## config.mk

```make
export PLATFORM = sky130hd
export DESIGN_NAME = fp_sqrt_stream
export DESIGN_NICKNAME = d
export VERILOG_FILES = /design/src/rtl/fp_sqrt_pkg.sv /design/src/rtl/fp_sqrt_digit.sv /design/src/rtl/fp_sqrt_stream.sv
export SDC_FILE = /design/constraint.sdc
export NUM_CORES = 1
export LEC_CHECK = 0
export CORE_MARGIN = 2
export CORE_UTILIZATION = 50
export DETAILED_ROUTE_END_ITERATION = 10
export GPL_TIMING_DRIVEN = 1
export PLACE_DENSITY = 0.77
export SYNTH_ARGS = -nofsm -noshare
export SYNTH_HDL_FRONTEND = slang
export SYNTH_SLANG_ARGS = --single-unit
```

## constraint.sdc

```tcl
create_clock -name clk -period 4.9 [get_ports clk]
set_input_delay 0.735 -clock clk [delete_from_list [all_inputs] [get_ports clk]]
set_output_delay 0.735 -clock clk [all_outputs]
set_load 0.02 [all_outputs]
```

## src/rtl/fp_sqrt_pkg.sv

```systemverilog
// Shared types and elaboration helpers for the fixed-point square root stream unit.
package fp_sqrt_pkg;

  typedef enum logic [1:0] {
    IDLE = 2'd0,
    BUSY = 2'd1,
    HOLD = 2'd2
  } state_e;

  localparam int RND_TRUNC   = 0;
  localparam int RND_NEAREST = 1;

  function automatic int calc_iterations(input int width, input int frac_width);
    return (width + frac_width) / 2;
  endfunction

  function automatic int calc_steps(input int iterations, input int digits_per_cycle);
    return (iterations + digits_per_cycle - 1) / digits_per_cycle;
  endfunction

endpackage

```

## src/rtl/fp_sqrt_digit.sv

```systemverilog
// One restoring square-root digit: bring in two radicand bits, trial-subtract, emit one root bit.
module fp_sqrt_digit #(
  parameter int WIDTH = 32,
  parameter int XW    = 48
) (
  input  logic             en_i,
  input  logic [WIDTH+1:0] acc_i,
  input  logic [XW-1:0]    x_i,
  input  logic [WIDTH-1:0] q_i,
  output logic [WIDTH+1:0] acc_o,
  output logic [XW-1:0]    x_o,
  output logic [WIDTH-1:0] q_o
);

  logic [WIDTH+1:0] acc_sh;
  logic [WIDTH+1:0] trial;
  logic [WIDTH+1:0] tmp;
  logic             fits;

  // Shifting before the subtract leaves acc holding the exact remainder after the last digit.
  always_comb begin
    acc_sh = (acc_i << 2) | {{WIDTH{1'b0}}, x_i[XW-1 -: 2]};
    trial  = {q_i, 2'b01};
    tmp    = acc_sh - trial;
    fits   = (acc_sh >= trial);
    acc_o  = acc_i;
    x_o    = x_i;
    q_o    = q_i;
    if (en_i) begin
      acc_o = fits ? tmp : acc_sh;
      q_o   = (q_i << 1) | {{(WIDTH-1){1'b0}}, fits};
      x_o   = x_i << 2;
    end
  end

endmodule

```

## src/rtl/fp_sqrt_stream.sv

```systemverilog
// Streaming fixed-point square root with ready/valid on both sides and a held result.
module fp_sqrt_stream
  import fp_sqrt_pkg::*;
#(
  parameter int WIDTH            = 32,
  parameter int INT_WIDTH        = 16,
  parameter int FRAC_WIDTH       = 16,
  parameter int DIGITS_PER_CYCLE = 1,
  parameter int ROUND_NEAREST    = 0,
  parameter int SIGNED           = 0
) (
  input  logic             clk,
  input  logic             reset_n,
  input  logic             in_valid,
  output logic             in_ready,
  input  logic [WIDTH-1:0] in,
  output logic             out_valid,
  input  logic             out_ready,
  output logic [WIDTH-1:0] out,
  output logic [WIDTH+1:0] rem,
  output logic             error
);

  localparam int ITERATIONS  = calc_iterations(WIDTH, FRAC_WIDTH);
  localparam int STEPS       = calc_steps(ITERATIONS, DIGITS_PER_CYCLE);
  localparam int LAST_DIGITS = ITERATIONS - (STEPS - 1) * DIGITS_PER_CYCLE;
  localparam int XW          = WIDTH + FRAC_WIDTH;
  localparam int CW          = $clog2(STEPS + 1);
  localparam logic [CW-1:0] LAST_STEP = CW'(STEPS - 1);

  if (WIDTH != INT_WIDTH + FRAC_WIDTH || ((WIDTH + FRAC_WIDTH) % 2) != 0 ||
      FRAC_WIDTH >= WIDTH || DIGITS_PER_CYCLE < 1 || DIGITS_PER_CYCLE > ITERATIONS ||
      (ROUND_NEAREST != RND_TRUNC && ROUND_NEAREST != RND_NEAREST)) begin : g_bad_param
    $error("fp_sqrt_stream: illegal parameter combination");
  end

  state_e           state_q;
  logic [WIDTH+1:0] acc_q;
  logic [XW-1:0]    x_q;
  logic [WIDTH-1:0] q_q;
  logic [CW-1:0]    step_q;
  logic [WIDTH-1:0] out_q;
  logic [WIDTH+1:0] rem_q;
  logic             err_q;
  logic             out_valid_q;
  logic             in_ready_q;

  logic [WIDTH+1:0] acc_d [DIGITS_PER_CYCLE+1];
  logic [XW-1:0]    x_d   [DIGITS_PER_CYCLE+1];
  logic [WIDTH-1:0] q_d   [DIGITS_PER_CYCLE+1];

  assign acc_d[0] = acc_q;
  assign x_d[0]   = x_q;
  assign q_d[0]   = q_q;

  // Digits beyond the remainder count are bypassed on the final, partial step.
  for (genvar g = 0; g < DIGITS_PER_CYCLE; g++) begin : g_digit
    localparam bit ALWAYS_ON = (g < LAST_DIGITS);
    fp_sqrt_digit #(.WIDTH(WIDTH), .XW(XW)) u_digit (
      .en_i  (ALWAYS_ON || (step_q != LAST_STEP)),
      .acc_i (acc_d[g]),
      .x_i   (x_d[g]),
      .q_i   (q_d[g]),
      .acc_o (acc_d[g+1]),
      .x_o   (x_d[g+1]),
      .q_o   (q_d[g+1])
    );
  end

  function automatic logic [WIDTH-1:0] round_root(input logic [WIDTH-1:0] q,
                                                   input logic [WIDTH+1:0] r);
    logic [WIDTH:0] sum;
    if (ROUND_NEAREST != RND_NEAREST) return q;
    sum = {1'b0, q} + {{WIDTH{1'b0}}, (r > {2'b00, q})};
    return sum[WIDTH] ? {WIDTH{1'b1}} : sum[WIDTH-1:0];
  endfunction

  always_ff @(posedge clk or negedge reset_n) begin
    if (!reset_n) begin
      state_q     <= IDLE;
      acc_q       <= '0;
      x_q         <= '0;
      q_q         <= '0;
      step_q      <= '0;
      out_q       <= '0;
      rem_q       <= '0;
      err_q       <= 1'b0;
      out_valid_q <= 1'b0;
      in_ready_q  <= 1'b0;
    end else begin
      case (state_q)
        IDLE: begin
          in_ready_q <= 1'b1;
          if (in_valid && in_ready_q) begin
            in_ready_q <= 1'b0;
            if (SIGNED != 0 && in[WIDTH-1]) begin
              out_q       <= '0;
              rem_q       <= '0;
              err_q       <= 1'b1;
              out_valid_q <= 1'b1;
              state_q     <= HOLD;
            end else begin
              acc_q   <= '0;
              x_q     <= {in, {FRAC_WIDTH{1'b0}}};
              q_q     <= '0;
              step_q  <= '0;
              state_q <= BUSY;
            end
          end
        end
        BUSY: begin
          acc_q <= acc_d[DIGITS_PER_CYCLE];
          x_q   <= x_d[DIGITS_PER_CYCLE];
          q_q   <= q_d[DIGITS_PER_CYCLE];
          if (step_q == LAST_STEP) begin
            out_q       <= round_root(q_d[DIGITS_PER_CYCLE], acc_d[DIGITS_PER_CYCLE]);
            rem_q       <= acc_d[DIGITS_PER_CYCLE];
            err_q       <= 1'b0;
            out_valid_q <= 1'b1;
            state_q     <= HOLD;
          end else begin
            step_q <= step_q + CW'(1);
          end
        end
        HOLD: begin
          if (out_ready) begin
            out_valid_q <= 1'b0;
            in_ready_q  <= 1'b1;
            state_q     <= IDLE;
          end
        end
        default: state_q <= IDLE;
      endcase
    end
  end

  assign in_ready  = in_ready_q;
  assign out_valid = out_valid_q;
  assign out       = out_q;
  assign rem       = rem_q;
  assign error     = err_q;

endmodule

```

# ---- After elaboration in Yosys (flattened, before gate mapping)
# Cells that the tools add are included.
dict set report totals {
  input_bits 36
  ff_bits 187
  out_inout_bits 69
}
dict set report op_classes {
  bitwise_logic 2
  n_reduce_logical 11
  addsub 3
  magnitude_cmp 2
  n_eq_ne 7
  mux 23
}
# cell n
set ops {}
lappend ops {{32-bit two-way mux} 4}
lappend ops {{32-bit case mux with 2 select lines} 2}
lappend ops {{48-bit case mux with 2 select lines} 1}
lappend ops {{48-bit two-way mux} 1}
lappend ops {{34-bit greater-or-equal comparator} 1}
lappend ops {{34-bit by 32-bit > comparator with 1-bit output} 1}
lappend ops {{34-bit two-way mux} 1}
lappend ops {{34-bit by 2-bit OR with 34-bit output} 1}
lappend ops {{34-bit subtractor} 1}
lappend ops {{32-bit by 1-bit adder with 33-bit output} 1}
lappend ops {{32-bit by 1-bit OR with 32-bit output} 1}
lappend ops {{5-bit two-way mux} 2}
lappend ops {{5-bit case mux with 2 select lines} 1}
lappend ops {{3-bit AND reduction} 3}
lappend ops {{2-bit != test (second input constant)} 4}
lappend ops {{2-bit two-way mux} 3}
lappend ops {{2-bit case mux with 3 select lines} 1}
lappend ops {{2-bit AND reduction} 3}
lappend ops {{2-bit nonzero test} 3}
lappend ops {{5-bit by 1-bit adder with 5-bit output (second input constant)} 1}
lappend ops {{5-bit == test (second input constant)} 1}
lappend ops {{1-bit two-way mux} 5}
lappend ops {{1-bit case mux with 2 select lines} 2}
lappend ops {{2-bit by 1-bit == test with 1-bit output (second input constant)} 1}
lappend ops {{3 further kinds} 3}

# ---- Depth between registers and ports, before layout
# Gate-level depths: netlist of the first run.
dict set report depth {
  ltp_word 7
  mapped_depth 13
}

# ---- Cells and area by module
# Synthesis of the first run repeated with hierarchy kept, for this count alone.
dict set report hier_totals {
  hier_cells 1049
  area_unflattened_um2 10772.8
}
# module n_inst cells_per_inst area_each_um2
set modules_own_cells {}
lappend modules_own_cells {fp_sqrt_stream 1 513 7345.8}
lappend modules_own_cells {fp_sqrt_digit 1 536 3427.0}

# ---- Worst setup path before layout of the first run
# Ideal clock, no wire load.
dict set report synth_timing {
  path_kind {reg-to-reg}
  from {reg acc_q[13]}
  to {reg rem_q[29], in the netlist rem[29]}
  path_buffers 2
  stages_incl_launch_ff 11
  t_arrival_ns 2.398
  slack_ns 2.377
  required_ns 4.775
  path_cell_list {dfrtp_1 ha_1 buf_2 a21oi_2 o21ai_1 o31ai_1 a31oi_2 a211oi_4 buf_2 o31ai_1 mux2_2}
}
dict set report synth_between {
  elab_chain_cells 3
  word_cells_on_any_way 4
  classes_between {add/sub (1); order compare (1); mux (1); bitwise (1)}
}
# item line
set synth_rtl {}
lappend synth_rtl {{start, declared} fp_sqrt_stream.sv:38} ;# logic [WIDTH+1:0] acc_q;
lappend synth_rtl {{start signal, assigned} fp_sqrt_stream.sv:112} ;# acc_q <= acc_d[DIGITS_PER_CYCLE];
lappend synth_rtl {{34-bit by 2-bit OR with 34-bit output (*)} fp_sqrt_digit.sv:22} ;# acc_sh = (acc_i << 2) | {{WIDTH{1'b0}}, x_i[XW-1 -: 2]};
lappend synth_rtl {{34-bit subtractor / 34-bit greater-or-equal comparator (equally long branches)} {fp_sqrt_digit.sv:24, fp_sqrt_digit.sv:25}}
lappend synth_rtl {{34-bit two-way mux (*)} fp_sqrt_digit.sv:30} ;# acc_o = fits ? tmp : acc_sh;
lappend synth_rtl {{end signal, assigned} fp_sqrt_stream.sv:117} ;# rem_q <= acc_d[DIGITS_PER_CYCLE];
lappend synth_rtl {{end, declared} fp_sqrt_stream.sv:43} ;# logic [WIDTH+1:0] rem_q;
# Mark *: on every way between the ends. The rest lies on a longest branch, timed or not.
# A chain may end at the register's enable or synchronous reset.

# ---- Worst setup path in the final report of the first run
dict set report layout_timing {
  from {reg q_q[15]}
  to {reg rem_q[31], in the netlist rem[31]}
}
dict set report layout_between {
  elab_chain_cells 2
  word_cells_on_any_way 3
  classes_between {add/sub (1); order compare (1); mux (1)}
}
# item line
set layout_rtl {}
lappend layout_rtl {{start, declared} fp_sqrt_stream.sv:40} ;# logic [WIDTH-1:0] q_q;
lappend layout_rtl {{start signal, assigned} fp_sqrt_stream.sv:114} ;# q_q <= q_d[DIGITS_PER_CYCLE];
lappend layout_rtl {{34-bit subtractor / 34-bit greater-or-equal comparator (equally long branches)} {fp_sqrt_digit.sv:24, fp_sqrt_digit.sv:25}}
lappend layout_rtl {{34-bit two-way mux (*)} fp_sqrt_digit.sv:30}
# Marked as above.

==> metrics.md, run 1 <==
| Metric | Value |
|---|---|
| IO Count | 105 |
| Most common cell on crit path | a21oi_1 |
| Setup Buffers After CTS | 0 |
| Row cnt | 48 |
| Fin. Hold Viols | 0 |
| Complex-gate fraction of the synthesized area | 0.2115 |
| Vias per inst | roughly 5.7 |
| DIE WIDTH | 135.9 um |
| Min cycle time layout | roughly 3500 ps |
| Multiplexer share of the synthesized area | 0.01309 |
| Share of cells above drive strength 1 | 0.05482 |
| Worst skew pair latency | 440 ps |
| Synth top area cells | dfrtp_1, nand2_1, o21ai_0, ha_1, a21oi_1 |
| Vias after detailed routing | just over 7000 |
| Post-synth cell types | 60 |
| CP Launch Point | q_q[15] |
| Placed insts | approximately 1300 |
| Final setup fails | 0 |
| Crit start category | register |
| Dpl cell area | around 9800 sq um |
| Hold_buf cts | 0 |
| Die height | approximately 140 um |
| Antenna Violating Nets Remaining | 0 |
| Final slew viol count | 0 |
| Most frequent cells in the layout | nand2_1, dfrtp_1, clkdlybuf4s50_1 |
| Setup_tns | 0 ps |
| Post-synth top flop | dfrtp_1 |
| Area grow syn2layout | 20.11% |
| CP max FO | 40 |
| Syn Inst Count | between 900 and 1000 |
| Post-Synth Simple-Gate Area | 0.1584 |
| Area leader, netlist | dfrtp_1 |
| Per-cell routed wire length | between 15 and 20 um |
| Synthesis warning total | 0 |
| Worst hold path class | in2async |
| Final worst path period share | 0.7079 |
| Reg2reg setup slack | approximately 1400 ps |
| Core Area | between 15000 and 20000 sq um |
| Largest delay contributor family on the critical path | compound AO/OA/AOI/OAI gates |
| Die area | 18460 sq um |
| Pin count of the biggest net entering global routing | about 130 |
| Setup Skew | 9.569 ps |
| Top layer in use | met4 |
| CP peak stage delay | about 580 ps |
| Synth top area share | 0.4921 |
| Headroom to the max-slew limit | 0.2554 |
| Starting Density | 0.5063 |
| Number of DRC markers in iteration 0 | 606 |
| Adder-cell share of the synthesized area | 0.05036 |
| Initial antenna violation count | 0 |
| DR WL met3 | a little over 900 um |
| Syn nets | 1049 |
| DP HPWL | approximately 14000 um |
| Number of synthesized flops with an enable pin | 0 |
| DR DRC count | 0 |
| Endpoint class of the critical path | register |
| Async SR Flop Fraction | 1.000 |
| Most common cell after layout, fill and taps aside | nand2_1 |
| Grt ovf | 0 |
| Total Wirelength | 20760 um |
| Largest family of logic cells by synthesized area | compound AO/OA/AOI/OAI gates |
| CP max-delay cell | a211oi_4 |
| CP Class | reg2reg |
| Final net count | around 1100 |
| Input/output buffers | ~100 |
| Status | complete, no violations |
| Root Driver | clkbuf_16 |
| Pre-antenna DRT Iters | 6 |
| CP required | 5170 ps |
| Xor and xnor area share after synthesis | 0.02719 |
| Met2 wire len | between 9000 and 10000 um |
| Met1 wire length | about 10000 um |
| Maximum clock rate | roughly 0.29 GHz |
| Max-cap viol count | 0 |
| #FFs+latches synth | 171 |
| Clock transition at path regs | approximately 70 ps |
| RSZ-0062 raised after global routing | no |
| Post-Syn Area | a little under 9000 sq um |
| Least-Margin Pin Slew | 1117 ps |
| WP data arrival | around 3700 ps |
| Post-route insts no fill | 1283 |
| First-pass GRT wire length | ~34000 um |
| Crit Reg-Reg Startpoint | q_q[15] |
| # resized after CTS | 0 |
| Max clock buf depth | 2 |
| CTS H-tree lvls | 4 |
| Global Route Usage Sum | 0.2345 |
| Vias in the first global route | just under 7000 |
| Post-Layout Inst Area | 10450 sq um |
| Critical path buffers and inverters | 2 |
| Diode count | 0 |
| CTS Sinks | around 170 |
| CTS tree | done |
| Avg Cell Area, Syn | 8.891 sq um |
| RD Place Congestion | approximately 0.88 |
| CP Cell Sequence | inv_1 > ha_1 > a21oi_1 > o21ai_1 > o31ai_1 > a31oi_2 > a211oi_4 > buf_4 > nor2b_1 > a311oi_1 > a21oi_1 > a31oi_1 |
| Register area share after synthesis | 0.4921 |
| Total CTS buffers | 17 |
==> cell usage after synthesis, drive strengths merged (2+ instances only) <==
cell type / n
nand2b: 4
o22ai: 33
nand3: 9
a22o: 6
dfrtp: 171
a31o: 3
a31oi: 38
a21o: 11
nor2: 71
mux2: 3
nor2b: 5
a211oi: 5
xnor2: 15
nand2: 193
a311oi: 3
o211ai: 4
buf: 19
o31ai: 8
and2: 8
nor4: 3
o31a: 2
a21oi: 57
o21a: 10
or3: 2
ha: 35
and4: 3
nand4: 7
o21bai: 4
o21ai: 113
and3: 7
mux2i: 8
nor3: 10
xor2: 12
clkbuf: 42
inv: 41
==> sequential cells by signal (all words and copies together), names as in the netlist <==
register   flops
acc_q         32
in_ready       1
out           32
out_valid      1
q_q           32
rem           34
state_q        2
step_q         5
x_q           32
==> final cells by class <==
type,instances,area [sq um]
fill,1517,6731
sequential,171,4279
multi-input combinational,705,4029
timing repair buffer,109,1090
clock buffer,19,442.9
tap,225,281.5
clock inverter,13,168.9
inverter,41,153.9
==> layer usage <==
layer,track usage,up-vias
li1,-,3542
met1,0.3443,3476
met2,0.3572,203
met3,0.04325,30
met4,0.06713,0
met5,0,-
==> worst paths after layout <==
check                          end  cells past startpoint
setup / recovery           rem[31]                     12
hold / removal             rem[14]                      1
setup reg to reg           rem[31]                     12
hold reg to reg             out[6]                      2
max in group asynchronous  x_q[26]                      2
min in group clk            out[6]                      2
==> through the flow <==
stage / hold slack [ps] / setup WS (ps) / util
3_5_place_dp: 468.8 / 1496 / 0.5725
2_1_floorplan: 439.4 / 2377 / -
4_1_cts: 422.4 / 1471 / 0.6081
6_report: 392.2 / 1431 / 0.6081
5_1_grt: 464.2 / 1145 / 0.6081
3_3_place_gp: 459.8 / 1623 / 0.5725
==> cell families (layout without fill, tap and decap cells) <==
| logic type | count (synthesis) | after routing |
|---|---|---|
| xor+xnor | 27 | 27 |
| simple gates | 326 | 326 |
| flops | 171 | 171 |
| other cells | 1 | 1 |
| buf+inv | 102 | 182 |
| fa+ha+maj | 35 | 35 |
| compound gates | 305 | 305 |
| mux | 11 | 11 |
Power of run 1 is left out: the tool's default activity adds up to more than one toggle a clock period on the data nets, which glitch-free logic cannot reach.
==> run 2, diff against run 1 <==
clock period = 3.53 ns   (was 4.9 ns; I/O delays follow)
==> run 2 against run 1 <==
Against the previous run: clock skew fell by 1.6 ps; via count fell by 0.66%; fmax increased by 15%; cell area is 0.11% higher; register-to-register slack worse by 910 ps; routed wire length rose by 0.89%; count of clock-buffer cells in the layout increased by 1; first-iteration DRC count is 21% lower; non-clock buffer count grew 4.
==> metrics.md, run 2 (same netlist as run 1, synthesis figures left out) <==
| Metric | Value |
|---|---|
| Status | complete, no violations (unchanged) |
| Grt ovf | 0 (unchanged) |
| Total CTS buffers | 17 (unchanged) |
| WP data arrival | 3360 ps (was 3740 ps) |
| Fin. Hold Viols | 0 (unchanged) |
| Crit Reg-Reg Startpoint | q_q[13] (was q_q[15]) |
| Most frequent cells in the layout | nand2_1, dfrtp_1, clkdlybuf4s50_1 (unchanged) |
| Final setup fails | 0 (unchanged) |
| # resized after CTS | 0 (unchanged) |
| Max clock buf depth | 2 (unchanged) |
| CTS H-tree lvls | 4 (unchanged) |
| CP max FO | 13 (was 40) |
| Hold_buf cts | 0 (unchanged) |
| Met1 wire length | 9961 um (was 10030 um) |
| RD Place Congestion | 0.8876 (was 0.8773) |
| Share of cells above drive strength 1 | 0.05932 (was 0.05482) |
| Reg2reg setup slack | 520 ps (was 1430 ps) |
| Global Route Usage Sum | 0.2367 (was 0.2345) |
| Antenna Violating Nets Remaining | 0 (unchanged) |
| Area grow syn2layout | 20.24% (was 20.11%) |
| Core Area | 17180 sq um (unchanged) |
| FF-to-FF End | rem[31] (unchanged) |
| Pin count of the biggest net entering global routing | 94 (was 126) |
| DIE WIDTH | 135.9 um (unchanged) |
| R2R depth | 11 (was 12) |
| Vias after detailed routing | 7203 (was 7251) |
| Worst hold path class | in2async (unchanged) |
| Met2 wire len | 9715 um (was 9476 um) |
| Top layer in use | met4 (unchanged) |
| Headroom to the max-slew limit | 0.3651 (was 0.2554) |
| Die area | 18460 sq um (unchanged) |
| Vias per inst | 5.597 (was 5.652) |
| Vias in the first global route | 6923 (was 6784) |
| CTS Sinks | 171 (unchanged) |
| Number of DRC markers in iteration 0 | 481 (was 606) |
| Crit start category | register (unchanged) |
| Final slew viol count | 0 (unchanged) |
| Setup_tns | 0 ps (unchanged) |
| Most common cell after layout, fill and taps aside | nand2_1 (unchanged) |
| Endpoint class of the critical path | register (unchanged) |
| CTS tree | done (unchanged) |
| Diode count | 0 (unchanged) |
| IO Count | 105 (unchanged) |
| Min cycle time layout | 3012 ps (was 3469 ps) |
| Dpl cell area | 9876 sq um (was 9833 sq um) |
| Worst skew pair latency | 430 ps (was 440 ps) |
| DR WL met3 | 880 um (was 908 um) |
| CP required | 3880 ps (was 5170 ps) |
| Post-Layout Inst Area | 10460 sq um (was 10450 sq um) |
| Root Driver | clkbuf_16 (unchanged) |
| Final worst path period share | 0.8533 (was 0.7079) |
| Die height | 135.9 um (unchanged) |
| Final net count | 1120 (was 1116) |
| Initial antenna violation count | 0 (unchanged) |
| Setup Buffers After CTS | 0 (unchanged) |
| RSZ-0062 raised after global routing | no (unchanged) |
| Per-cell routed wire length | 16.27 um (was 16.18 um) |
| Setup Skew | 7.969 ps (was 9.569 ps) |
| Max-cap viol count | 0 (unchanged) |
| Starting Density | 0.5063 (unchanged) |
| Clock transition at path regs | 70 ps (about the same) |
| CP Class | reg2reg (unchanged) |
| Max reg flops | 34 (unchanged) |
| Row cnt | 48 (unchanged) |
| Least-Margin Pin Slew | 952.3 ps (was 1117 ps) |
| Input/output buffers | 103 (unchanged) |
| Pre-antenna DRT Iters | 6 (unchanged) |
| Maximum clock rate | 0.3320 GHz (was 0.2883 GHz) |
| DP HPWL | 14070 um (was 13740 um) |
| DR DRC count | 0 (unchanged) |
| Total Wirelength | 20950 um (was 20760 um) |
| First-pass GRT wire length | 34550 um (was 34400 um) |
==> run 2: cell types whose count changed in the layout (fill, tap and decap cells not counted), moves of 2 or more <==
cell       delta
clkbuf_8      +2
buf_4         +3
bufinv_16     -2
inv_6         +2
==> run 2: how the worst max path moves through the flow <==
stage                     depth (start not counted)   endpoint  startpoint
after floorplan                                  10    rem[29]   acc_q[13]
final                                            11    rem[31]     q_q[13]
after global routing                             12    rem[31]     q_q[14]
after CTS                                        11    rem[31]     q_q[15]
after global placement                           10  acc_q[16]     q_q[13]
after detailed placement                         11    rem[31]     q_q[15]
==> run 2: cell type report <==
type / instances / area [sq um]
well taps: 225 / 281.5
repair buffers: 113 / 1132
clock buffers: 20 / 466.7
inverters: 41 / 153.9
multi-input cells: 705 / 4029
flip-flops and latches: 171 / 4279
fillers: 1512 / 6720
clock inverters: 12 / 113.9
==> run 2: through the flow <==
| step | setup WS [ps] | util | instances | hold WS, ps |
|---|---|---|---|---|
| 2_1_floorplan | 1007 | - | 978 | 233.9 |
| 3_3_place_gp | 631.3 | 0.5750 | 1255 | 459.0 |
| 3_5_place_dp | 584.6 | 0.5750 | 1255 | 466.0 |
| 4_1_cts | 531.4 | 0.6088 | 1287 | 95.73 |
| 5_1_grt | 299.8 | 0.6088 | 1287 | 111.4 |
| 6_report | 517.7 | 0.6088 | 1287 | 63.53 |
==> run 2: routing by layer <==
layer	up-vias	GRT usage
li1	3549	-
met1	3438	0.3318
met2	184	0.3763
met3	32	0.04213
met4	0	0.07523
met5	-	0
==> run 2: worst max-delay path: stages (launching register included) <==
cell and delay, ps:
dfrtp_1 370, inv_1 120, ha_1 350, a21oi_2 210, o21ai_1 140, o31ai_1 420, a31oi_2 140, a211oi_4 360
inv_2 240, a311oi_1 320, a21oi_1 70, a31oi_1 180
Power of run 2 is left out for the same reason.
==> run 3, diff against run 2 <==
CORE_UTILIZATION = 56   (was 50)
PLACE_DENSITY = 0.84   (was 0.77)
==> run 3 against run 2 <==
Against the previous run: worst hold slack improved by 59 ps; via count grew 1.5%; cell area down 0.42%.
==> metrics.md, run 3 (same netlist as run 1, synthesis figures left out) <==
| Metric | Value |
|---|---|
| CTS H-tree lvls | 4 (unchanged) |
| Max-cap viol count | 0 (unchanged) |
| RD Place Congestion | 0.8529 (was 0.8876) |
| Final worst path period share | 0.8488 (was 0.8533) |
| Endpoint class of the critical path | register (unchanged) |
| Met2 wire len | 9765 um (was 9715 um) |
| Vias per inst | 5.852 (was 5.597) |
| Largest delay contributor family on the critical path | compound AO/OA/AOI/OAI gates (unchanged) |
| Input/output buffers | 103 (unchanged) |
| Most frequent cells in the layout | nand2_1, dfrtp_1, clkdlybuf4s50_1 (unchanged) |
| Critical path buffers and inverters | 2 (unchanged) |
| Share of cells above drive strength 1 | 0.05749 (was 0.05932) |
| DIE WIDTH | 128.6 um (was 135.9 um) |
| Top layer in use | met4 (unchanged) |
| Total CTS buffers | 17 (unchanged) |
| Setup Buffers After CTS | 0 (unchanged) |
| Vias after detailed routing | 7309 (was 7203) |
| Worst setup margin | 533.8 ps (was 517.7 ps) |
| Setup Skew | 7.873 ps (was 7.969 ps) |
| Crit start category | register (unchanged) |
| Headroom to the max-slew limit | 0.4601 (was 0.3651) |
| DR DRC count | 0 (unchanged) |
| Core Area | 15200 sq um (was 17180 sq um) |
| CP peak stage delay | 380 ps (was 420 ps) |
| Most common cell on crit path | a21oi_1 |
| CP max FO | 35 (was 13) |
| DP HPWL | 13870 um (was 14070 um) |
| IO Count | 105 (unchanged) |
| Final setup fails | 0 (unchanged) |
| Min cycle time layout | 2996 ps (was 3012 ps) |
| Root Driver | clkbuf_16 (unchanged) |
| Grt ovf | 0 (unchanged) |
| CTS Sinks | 171 (unchanged) |
| CP Class | reg2reg (unchanged) |
| First-pass GRT wire length | 34670 um (was 34550 um) |
| Die height | 128.6 um (was 135.9 um) |
| Dpl ws | 578.6 ps (was 584.6 ps) |
| Starting Density | 0.5720 (was 0.5063) |
| Met1 wire length | 9764 um (was 9961 um) |
| Hold slack | 122.8 ps (was 63.53 ps) |
| Pin count of the biggest net entering global routing | 85 (was 94) |
| Total Wirelength | 20780 um (was 20950 um) |
| Diode count | 0 (unchanged) |
| Worst hold path class | in2async (unchanged) |
| Row cnt | 45 (was 48) |
| Maximum clock rate | 0.3338 GHz (was 0.3320 GHz) |
| Initial antenna violation count | 0 (unchanged) |
| Worst skew pair latency | 440 ps (was 430 ps) |
| CTS tree | done (unchanged) |
| Status | complete, no violations (unchanged) |
| Per-cell routed wire length | 16.63 um (was 16.27 um) |
| Least-Margin Pin Slew | 809.9 ps (was 952.3 ps) |
| Die area | 16540 sq um (was 18460 sq um) |
| Clock transition at path regs | 60 ps (was 70 ps) |
| # resized after CTS | 0 (unchanged) |
| Global Route Usage Sum | 0.2635 (was 0.2367) |
| CP max-delay cell | buf_4 (was o31ai_1) |
| Reg2reg setup slack | 530 ps (was 520 ps) |
| Fin. Hold Viols | 0 (unchanged) |
| Number of DRC markers in iteration 0 | 650 (was 481) |
| Area grow syn2layout | 19.74% (was 20.24%) |
| Setup_tns | 0 ps (unchanged) |
| DR WL met3 | 834 um (was 880 um) |
| Most common cell after layout, fill and taps aside | nand2_1 (unchanged) |
| Antenna Violating Nets Remaining | 0 (unchanged) |
| Final net count | 1121 (was 1120) |
| Vias in the first global route | 7068 (was 6923) |
| Final slew viol count | 0 (unchanged) |
| Pre-antenna DRT Iters | 5 (was 6) |
| Max clock buf depth | 2 (unchanged) |
| CP Cell Sequence | inv_1 > ha_1 > a21oi_1 > o21ai_1 > nor3b_1 > a31oi_2 > a211oi_4 > buf_4 > nor2b_1 > a311oi_1 > a21oi_1 > a31oi_1 (was inv_1 > ha_1 > a21oi_2 > o21ai_1 > o31ai_1 > a31oi_2 > a211oi_4 > inv_2 > a311oi_1 > a21oi_1 > a31oi_1) |
| RSZ-0062 raised after global routing | no (unchanged) |
| CP required | 3840 ps (was 3880 ps) |
| Max reg flops | 34 (unchanged) |
| WP data arrival | 3300 ps (was 3360 ps) |
| Hold_buf cts | 0 (unchanged) |
## run 3: cell count changes in the layout (fill, tap and decap cells not counted)
cell / before / now
buf_4: 8 / 9
bufinv_16: 1 / 2
clkbuf_1: 0 / 1
clkbuf_8: 3 / 2
clkinv_4: 3 / 2
clkinvlp_4: 4 / 3
inv_6: 2 / 1
## run 3: final timing paths
check                        start      end  cells after the start
setup reg to reg           q_q[15]  rem[31]                     12
min in group clk            out[4]   out[4]                      2
hold reg to reg             out[4]   out[4]                      2
setup / recovery           q_q[15]  rem[31]                     12
hold / removal             reset_n  rem[16]                      1
max in group asynchronous  reset_n  out[30]                      2
## run 3: area by class of cell
type                    count  area, sq um
fillers                  1183         4790
flip-flops and latches    171         4279
multi-input cells         705         4029
repair buffers            114         1140
clock buffers              20        456.7
well taps                 188        235.2
inverters                  41        153.9
clock inverters            10        118.9
## run 3: metrics by stage
stage / instance area, sq um / cells / util
5_1_grt: 10410 / 1249 / 0.6849
3_5_place_dp: 9837 / 1219 / 0.6471
6_report: 10410 / 1249 / 0.6849
4_1_cts: 10410 / 1249 / 0.6849
3_3_place_gp: 9837 / 1219 / 0.6471
2_1_floorplan: 8696 / 978 / -
## run 3: per-layer routing
layer	global-route usage	vias up
met2	0.4258	173
met5	0	-
met1	0.3692	3560
met3	0.04407	34
met4	0.08248	0
li1	-	3542
Power of run 3 is left out for the same reason.
